## src/rtl/exhaust_pkg.sv

```systemverilog
// Shared types and default durations for the range-hood exhaust controller.
package exhaust_pkg;
  typedef enum logic [2:0] {
    ST_IDLE,
    ST_SELECT,
    ST_RUN,
    ST_BOOST,
    ST_RETURN
  } state_e;

  localparam int DEF_BOOST_SECS  = 60;
  localparam int DEF_RETURN_SECS = 60;
endpackage

```

## src/rtl/exhaust_ctrl_multi_if.sv

```systemverilog
// Key inputs and status outputs between the debounce front end and the display/fan drive.
interface exhaust_ctrl_multi_if #(
  parameter int NUM_LEVELS = 3,
  parameter int CNT_W      = 8
);
  localparam int LVL_W = $clog2(NUM_LEVELS + 1);

  logic                  tick;
  logic                  power_on;
  logic                  menu_key;
  logic [NUM_LEVELS-1:0] level_key;
  logic [LVL_W-1:0]      level;
  logic [CNT_W-1:0]      countdown;
  logic                  countdown_active;
  logic                  busy;
  logic                  in_select;
  logic                  boost_used;

  modport master (
    output tick, power_on, menu_key, level_key,
    input  level, countdown, countdown_active, busy, in_select, boost_used
  );

  modport slave (
    input  tick, power_on, menu_key, level_key,
    output level, countdown, countdown_active, busy, in_select, boost_used
  );
endinterface

```

## src/rtl/exhaust_countdown.sv

```systemverilog
// Tick-driven down counter shared by the boost and return timers; saturates at 0.
module exhaust_countdown #(
  parameter int CNT_W = 8
) (
  input  logic             clk,
  input  logic             rst,
  input  logic             clr,
  input  logic             load,
  input  logic [CNT_W-1:0] value,
  input  logic             tick,
  output logic [CNT_W-1:0] count,
  output logic             done
);
  always_ff @(posedge clk or posedge rst) begin
    if (rst)                       count <= '0;
    else if (clr)                  count <= '0;
    else if (load)                 count <= value;
    else if (tick && count != '0)  count <= count - 1'b1;
  end

  // done flags the tick that consumes the last second
  assign done = tick && (count == CNT_W'(1));
endmodule

```

## src/rtl/exhaust_ctrl_multi.sv

```systemverilog
// Exhaust fan level controller: menu/level keys, one-shot timed boost, forced return countdown.
module exhaust_ctrl_multi
  import exhaust_pkg::*;
#(
  parameter int NUM_LEVELS  = 3,
  parameter int BOOST_SECS  = DEF_BOOST_SECS,
  parameter int RETURN_SECS = DEF_RETURN_SECS,
  parameter int CNT_W       = 8
) (
  input  logic                 clk,
  input  logic                 rst,
  exhaust_ctrl_multi_if.slave  bus
);
  localparam int LVL_W = $clog2(NUM_LEVELS + 1);

  if (NUM_LEVELS < 2 || BOOST_SECS < 1 || RETURN_SECS < 1 ||
      BOOST_SECS > (2**CNT_W) - 1 || RETURN_SECS > (2**CNT_W) - 1) begin : g_bad_param
    $error("exhaust_ctrl_multi: illegal parameter set");
  end

  state_e           state_q, state_d;
  logic [LVL_W-1:0] lvl_q, lvl_d;
  logic             used_q, pwr_q;
  logic             set_used, clr, load, take_key;
  logic [CNT_W-1:0] load_val, count;
  logic             done;
  logic             key_hit, key_boost, key_ok;
  logic [LVL_W-1:0] key_lvl;
  logic [LVL_W-1:0] lvl_out;

  exhaust_countdown #(.CNT_W(CNT_W)) u_cnt (
    .clk(clk), .rst(rst), .clr(clr), .load(load), .value(load_val),
    .tick(bus.tick), .count(count), .done(done)
  );

  // Lowest set bit wins; an exhausted boost key is dropped, not remapped.
  always_comb begin
    key_hit = 1'b0;
    key_lvl = '0;
    for (int i = NUM_LEVELS - 1; i >= 0; i--) begin
      if (bus.level_key[i]) begin
        key_hit = 1'b1;
        key_lvl = LVL_W'(i + 1);
      end
    end
    key_boost = (key_lvl == LVL_W'(NUM_LEVELS));
    key_ok    = key_hit && !(key_boost && used_q);
  end

  always_comb begin
    state_d  = state_q;
    lvl_d    = lvl_q;
    clr      = 1'b0;
    load     = 1'b0;
    load_val = '0;
    set_used = 1'b0;
    take_key = 1'b0;
    unique case (state_q)
      ST_IDLE:   if (bus.menu_key) state_d = ST_SELECT;
      ST_SELECT: take_key = !bus.menu_key && key_ok;
      ST_RUN: begin
        if (bus.menu_key) state_d = ST_IDLE;
        else              take_key = key_ok;
      end
      ST_BOOST: begin
        if (bus.menu_key) begin
          state_d  = ST_RETURN;
          load     = 1'b1;
          load_val = CNT_W'(RETURN_SECS);
        end else if (done) begin
          state_d = ST_RUN;
          lvl_d   = LVL_W'(NUM_LEVELS - 1);
          clr     = 1'b1;
        end
      end
      ST_RETURN: if (done) begin
        state_d = ST_IDLE;
        clr     = 1'b1;
      end
      default: state_d = ST_IDLE;
    endcase
    if (take_key) begin
      if (key_boost) begin
        state_d  = ST_BOOST;
        load     = 1'b1;
        load_val = CNT_W'(BOOST_SECS);
        set_used = 1'b1;
      end else begin
        state_d = ST_RUN;
        lvl_d   = key_lvl;
      end
    end
    // Power loss overrides everything except the session's boost flag.
    if (!bus.power_on) begin
      state_d  = ST_IDLE;
      clr      = 1'b1;
      load     = 1'b0;
      set_used = 1'b0;
    end
  end

  always_ff @(posedge clk or posedge rst) begin
    if (rst) begin
      state_q <= ST_IDLE;
      lvl_q   <= '0;
      used_q  <= 1'b0;
      pwr_q   <= 1'b0;
    end else begin
      state_q <= state_d;
      lvl_q   <= lvl_d;
      pwr_q   <= bus.power_on;
      if (set_used)                  used_q <= 1'b1;
      else if (bus.power_on && !pwr_q) used_q <= 1'b0;
    end
  end

  always_comb begin
    unique case (state_q)
      ST_RUN:              lvl_out = lvl_q;
      ST_BOOST, ST_RETURN: lvl_out = LVL_W'(NUM_LEVELS);
      default:             lvl_out = '0;
    endcase
  end

  assign bus.level            = lvl_out;
  assign bus.busy             = (lvl_out != '0);
  assign bus.countdown_active = (state_q == ST_BOOST) || (state_q == ST_RETURN);
  assign bus.countdown        = bus.countdown_active ? count : '0;
  assign bus.in_select        = (state_q == ST_SELECT);
  assign bus.boost_used       = used_q;
endmodule

```

## src/flat_wrapper.sv

```systemverilog
// flat-port wrapper written by rule: the top's interface ports become plain ports
module exhaust_ctrl_multi_flat import exhaust_pkg::*;
#(
  parameter int NUM_LEVELS  = 3,
  parameter int BOOST_SECS  = DEF_BOOST_SECS,
  parameter int RETURN_SECS = DEF_RETURN_SECS,
  parameter int CNT_W       = 8
)
  (clk, rst, bus_tick, bus_power_on, bus_menu_key, bus_level_key, bus_level, bus_countdown, bus_countdown_active, bus_busy, bus_in_select, bus_boost_used);
  exhaust_ctrl_multi_if #(.NUM_LEVELS(NUM_LEVELS), .CNT_W(CNT_W)) bus_i ();
  input  logic clk;
  input  logic rst;
  input wire logic [$bits(bus_i.tick)-1:0] bus_tick;
  input wire logic [$bits(bus_i.power_on)-1:0] bus_power_on;
  input wire logic [$bits(bus_i.menu_key)-1:0] bus_menu_key;
  input wire logic [$bits(bus_i.level_key)-1:0] bus_level_key;
  output wire logic [$bits(bus_i.level)-1:0] bus_level;
  output wire logic [$bits(bus_i.countdown)-1:0] bus_countdown;
  output wire logic [$bits(bus_i.countdown_active)-1:0] bus_countdown_active;
  output wire logic [$bits(bus_i.busy)-1:0] bus_busy;
  output wire logic [$bits(bus_i.in_select)-1:0] bus_in_select;
  output wire logic [$bits(bus_i.boost_used)-1:0] bus_boost_used;
  assign bus_i.tick = bus_tick;
  assign bus_i.power_on = bus_power_on;
  assign bus_i.menu_key = bus_menu_key;
  assign bus_i.level_key = bus_level_key;
  assign bus_level = bus_i.level;
  assign bus_countdown = bus_i.countdown;
  assign bus_countdown_active = bus_i.countdown_active;
  assign bus_busy = bus_i.busy;
  assign bus_in_select = bus_i.in_select;
  assign bus_boost_used = bus_i.boost_used;
  exhaust_ctrl_multi #(.NUM_LEVELS(NUM_LEVELS), .BOOST_SECS(BOOST_SECS), .RETURN_SECS(RETURN_SECS), .CNT_W(CNT_W)) u_core (.clk(clk), .rst(rst), .bus(bus_i));
endmodule
```

## config.mk

```make
export PLATFORM = sky130hd
export DESIGN_NAME = exhaust_ctrl_multi_flat
export DESIGN_NICKNAME = d
export VERILOG_FILES = /design/src/rtl/exhaust_pkg.sv /design/src/rtl/exhaust_ctrl_multi_if.sv /design/src/rtl/exhaust_countdown.sv /design/src/rtl/exhaust_ctrl_multi.sv /design/src/flat_wrapper.sv
export SDC_FILE = /design/constraint.sdc
export NUM_CORES = 1
export LEC_CHECK = 0
export CAP_MARGIN = 10
export CORE_ASPECT_RATIO = 0.9
export CORE_UTILIZATION = 30
export DETAILED_ROUTE_END_ITERATION = 16
export PLACE_DENSITY_LB_ADDON = 0.3
export SLEW_MARGIN = 20
export SYNTH_ARGS = -nofsm -noshare
export SYNTH_HDL_FRONTEND = slang
export SYNTH_SLANG_ARGS = --single-unit
```

## constraint.sdc

```tcl
create_clock -name clk -period 1.65 [get_ports clk]
set_input_delay 0.4125 -clock clk [delete_from_list [all_inputs] [get_ports clk]]
set_output_delay 0.4125 -clock clk [all_outputs]
set_load 0.01 [all_outputs]
```

==> implementation parameters <==
Parameter                              Value

Run status
  Status ... complete, but fails checks
  Violated checks ... setup timing

Power
  Switching fraction of total power ... 40.9%
  Clock Power Share ... 13.6%
  Int Power ... 1360 µW
  Switching power ... 937 µW
  Power share of the combinational group ... 60.4%
  Cell leakage power ... 0.00106 µW
  Share of power burned in registers ... 26.0%
  Pwr/cell area ... 1050 nW/µm²
  VDD IR-drop max ... 0.000719 V

GRT
  All-layer global routing usage ... 19.4%
  Number of antenna violations at the first check in global routing ... 0
  Largest net degree at the start of global routing ... 16
  Wire length of the first global-routing pass ... 5640 µm
  Via count of the first global-routing pass ... 1291
  Total congestion overflow after global routing ... 0

Yosys
  Synthesized-area fraction occupied by and/or/nand/nor cells ... 29.3%
  Number of library cell types mapped by synthesis ... 49
  Most common cell in the synthesized netlist ... sky130_fd_sc_hd__dfrtp_1
  Cell count after synthesis ... 127
  Synth Area per Inst ... 8.63 µm²
  Adder-cell area share of the yosys netlist ... 3.42%
  Synthesis warning total ... 0
  Synth Register Bits ... 15
  Main combinational cell family by area after synthesis ... simple AND/OR/NAND/NOR gates
  Synthesized Nets ... 138
  Fraction of registers with async set or reset after synthesis ... 100%
  Most common library cells after synthesis ... sky130_fd_sc_hd__dfrtp_1 (15), sky130_fd_sc_hd__nor2_1 (10), sky130_fd_sc_hd__inv_1 (9)
  Synthesized area ... 1100 µm²
  Leading area contributor after synthesis ... sky130_fd_sc_hd__dfrtp_1
  Post-synth top area share ... 34.2%
  Largest cells by area after synthesis ... sky130_fd_sc_hd__dfrtp_1 (34%), sky130_fd_sc_hd__and2_1 (4.0%), sky130_fd_sc_hd__nand3_1 (3.7%)
  Synth Flop Type ... sky130_fd_sc_hd__dfrtp_1
  Synth Area in XOR/XNOR ... 0.799%
  Mux contribution to synthesized area ... 0%
  EDFF count, synth ... 0
  Synth Area in Compound Gates ... 27.6%
  Seq/Total Area, Yosys ... 34.2%

Drt
  Final routed wire length divided by cell count ... 15.3 µm
  Via density per instance ... 5.17
  Antenna-violating nets left ... 0
  Number of design-rule violations left by the first detailed-router iteration ... 73
  First drt pass iteration count ... 4
  Via count of the routed design ... 1328
  Number of remaining DRC errors ... 0
  Routed Wire Length ... 3920 µm

Placed design
  Cell area after placement ... 1670 µm²
  Input/output buffers ... 21
  Post-placement worst setup slack ... -0.669 ns
  Final estimated routing congestion in global placement ... 0.847
  Half-perimeter wire length after detailed placement ... 2320 µm

Timing
  Final count of pins violating max slew ... 0
  Achievable Freq ... 0.526 GHz
  Share of the clock period used by the worst path after layout ... 115%
  Final setup fails ... 25
  RSZ-0062 raised after global routing ... true
  Final number of hold-violating endpoints ... 0
  Slew Limit Headroom ... 72.7%
  Actual slew at the worst max-slew pin ... 0.408 ns
  Least setup slack across all paths after layout ... -0.251 ns
  Final-layout worst hold slack ... 0.474 ns
  Worst setup skew after layout ... 0.00230 ns
  Clock period minus final worst setup slack ... 1.90 ns

Setup path
  Crit path launch type ... flip-flop
  CP endpoint kind ... flip-flop
  Crit path max fanout ... 5
  CP arrival ... 2.08 ns
  Worst Path Required ... 1.83 ns
  Critical setup path kind ... flip-flop to flip-flop

Cells and area
  Ant. Diodes ... 0
  Util after Layout ... 63.4%
  Non-Filler Cell Area, Final ... 2170 µm²
  Filler cell count ... 259
  Number of nets in the finished design ... 225
  Fraction of layout instances using a drive strength above 1 ... 62.4%
  Post-synthesis to final-layout area growth ... 98.4%

CTS
  Inserted Clock Buffers ... 3
  CTS tree ... done
  Latest clock arrival within the worst-skew pair ... 0.25 ns
  Clock H-tree levels ... 1
  Clock sink count ... 15
  CTS Buffer Depth ... 2
  Clock edge transition at the registers on the reported setup and hold paths ... 0.07 ns
  Hold bufs inserted after CTS ... 0
  Clock tree root buffer cell ... sky130_fd_sc_hd__clkbuf_8

Die
  Number of ports placed on the die boundary ... 22
  Area of the die ... 3900 µm²
  Width of the die ... 65.7 µm
  Core Rows ... 20
  Effective utilization at floorplan ... 32.0%
  Floorplan die height ... 59.3 µm
  Core ar. ... 3430 µm²

Flow run
  Max-cap check violation count ... 0

Min path
  Class of the most critical hold timing path ... input port to async pin
power by group through the flow:
stage | registers [µW] | logic (µW) | clock network (µW)
2_1_floorplan | 596 | 603 | 0
3_3_place_gp | 579 | 1060 | 0
3_5_place_dp | 584 | 1090 | 0
4_1_cts | 578 | 1220 | 318
5_1_grt | 611 | 1480 | 335
6_report | 595 | 1380 | 312
worst max-delay path, stage by stage (launching register included):
cell and delay (ns):
sky130_fd_sc_hd__dfrtp_1 0.39, sky130_fd_sc_hd__buf_6 0.12, sky130_fd_sc_hd__buf_6 0.12, sky130_fd_sc_hd__nor4bb_4 0.16, sky130_fd_sc_hd__nor2_4 0.15, sky130_fd_sc_hd__o2111ai_4 0.20, sky130_fd_sc_hd__or4_4 0.52, sky130_fd_sc_hd__a21oi_2 0.16
cell type report:
cell class	count	area (µm²)	area share, %
multi-input cells	99	903	41.5
repair buffers	86	757	34.8
flip-flops and latches	15	378	17.4
well taps	44	55.1	2.53
clock buffers	4	45.0	2.07
inverters	9	36.3	1.67
layout by cell type, fill, tap and decap left out, types with 4 or more instances in the layout:
master	instances
sky130_fd_sc_hd__inv_1	8
sky130_fd_sc_hd__buf_2	4
sky130_fd_sc_hd__nor2_1	6
sky130_fd_sc_hd__buf_6	22
sky130_fd_sc_hd__and2_4	8
sky130_fd_sc_hd__o21ai_2	4
sky130_fd_sc_hd__a21oi_1	4
sky130_fd_sc_hd__buf_4	51
sky130_fd_sc_hd__dfrtp_1	13
sky130_fd_sc_hd__clkdlybuf4s50_1	4
sky130_fd_sc_hd__nand2_1	4
sky130_fd_sc_hd__nand3_1	7
cell families (layout without fill, tap and decap cells):
logic type      Yosys count  in the layout
simple gates             53             53
xor+xnor                  1              1
buf+inv                  13             99
flops                    15             15
fa+ha+maj                 3              3
compound gates           42             42
worst paths after layout:
kind / start / end / slack (ns) / cells past startpoint
max: u_core.state_q[1] / u_core.u_cnt.count[7] / -0.25 / 7
min: rst / u_core.state_q[0] / 0.47 / 3
max reg2reg: u_core.state_q[1] / u_core.u_cnt.count[7] / -0.25 / 7
min reg2reg: u_core.pwr_q / u_core.bus.boost_used / 0.50 / 2
max in group asynchronous: rst / u_core.u_cnt.count[4] / 0.97 / 3
min in group clk: u_core.pwr_q / u_core.bus.boost_used / 0.50 / 2
metrics by stage:
step                      setup TNS (ns)  cells  power (µW)
after floorplan                  -0.0600    127        1200
after global placement             -8.27    230        1640
after detailed placement           -8.78    230        1680
after CTS                          -3.54    250        2110
after global routing               -5.82    257        2430
final                              -4.31    257        2290
metal layers:
layer | part of all wire, % | track usage [%] | wire (µm)
met1 | 39 | 21.0 | 1520
met2 | 56 | 37.6 | 2190
met3 | 4.7 | 4.42 | 185
met4 | 0.69 | 4.66 | 27
met5 | 0 | 0 | 0
state kept, by name, indices dropped and copies added, names as in the netlist:
| signal | cells |
|---|---|
| u_core.state_q | 3 |
| u_core.u_cnt.count | 8 |
| u_core.lvl_q | 2 |
| u_core.bus.boost_used | 1 |
| u_core.pwr_q | 1 |
what timing repair did:
action                     CTS  global route
setup endpoints to repair   24            26
hold endpoints to repair     0             0
pin swaps                   14            33
resized for setup           78            61
buffers inserted            17            10
Power figures use the tool's default switching activity.
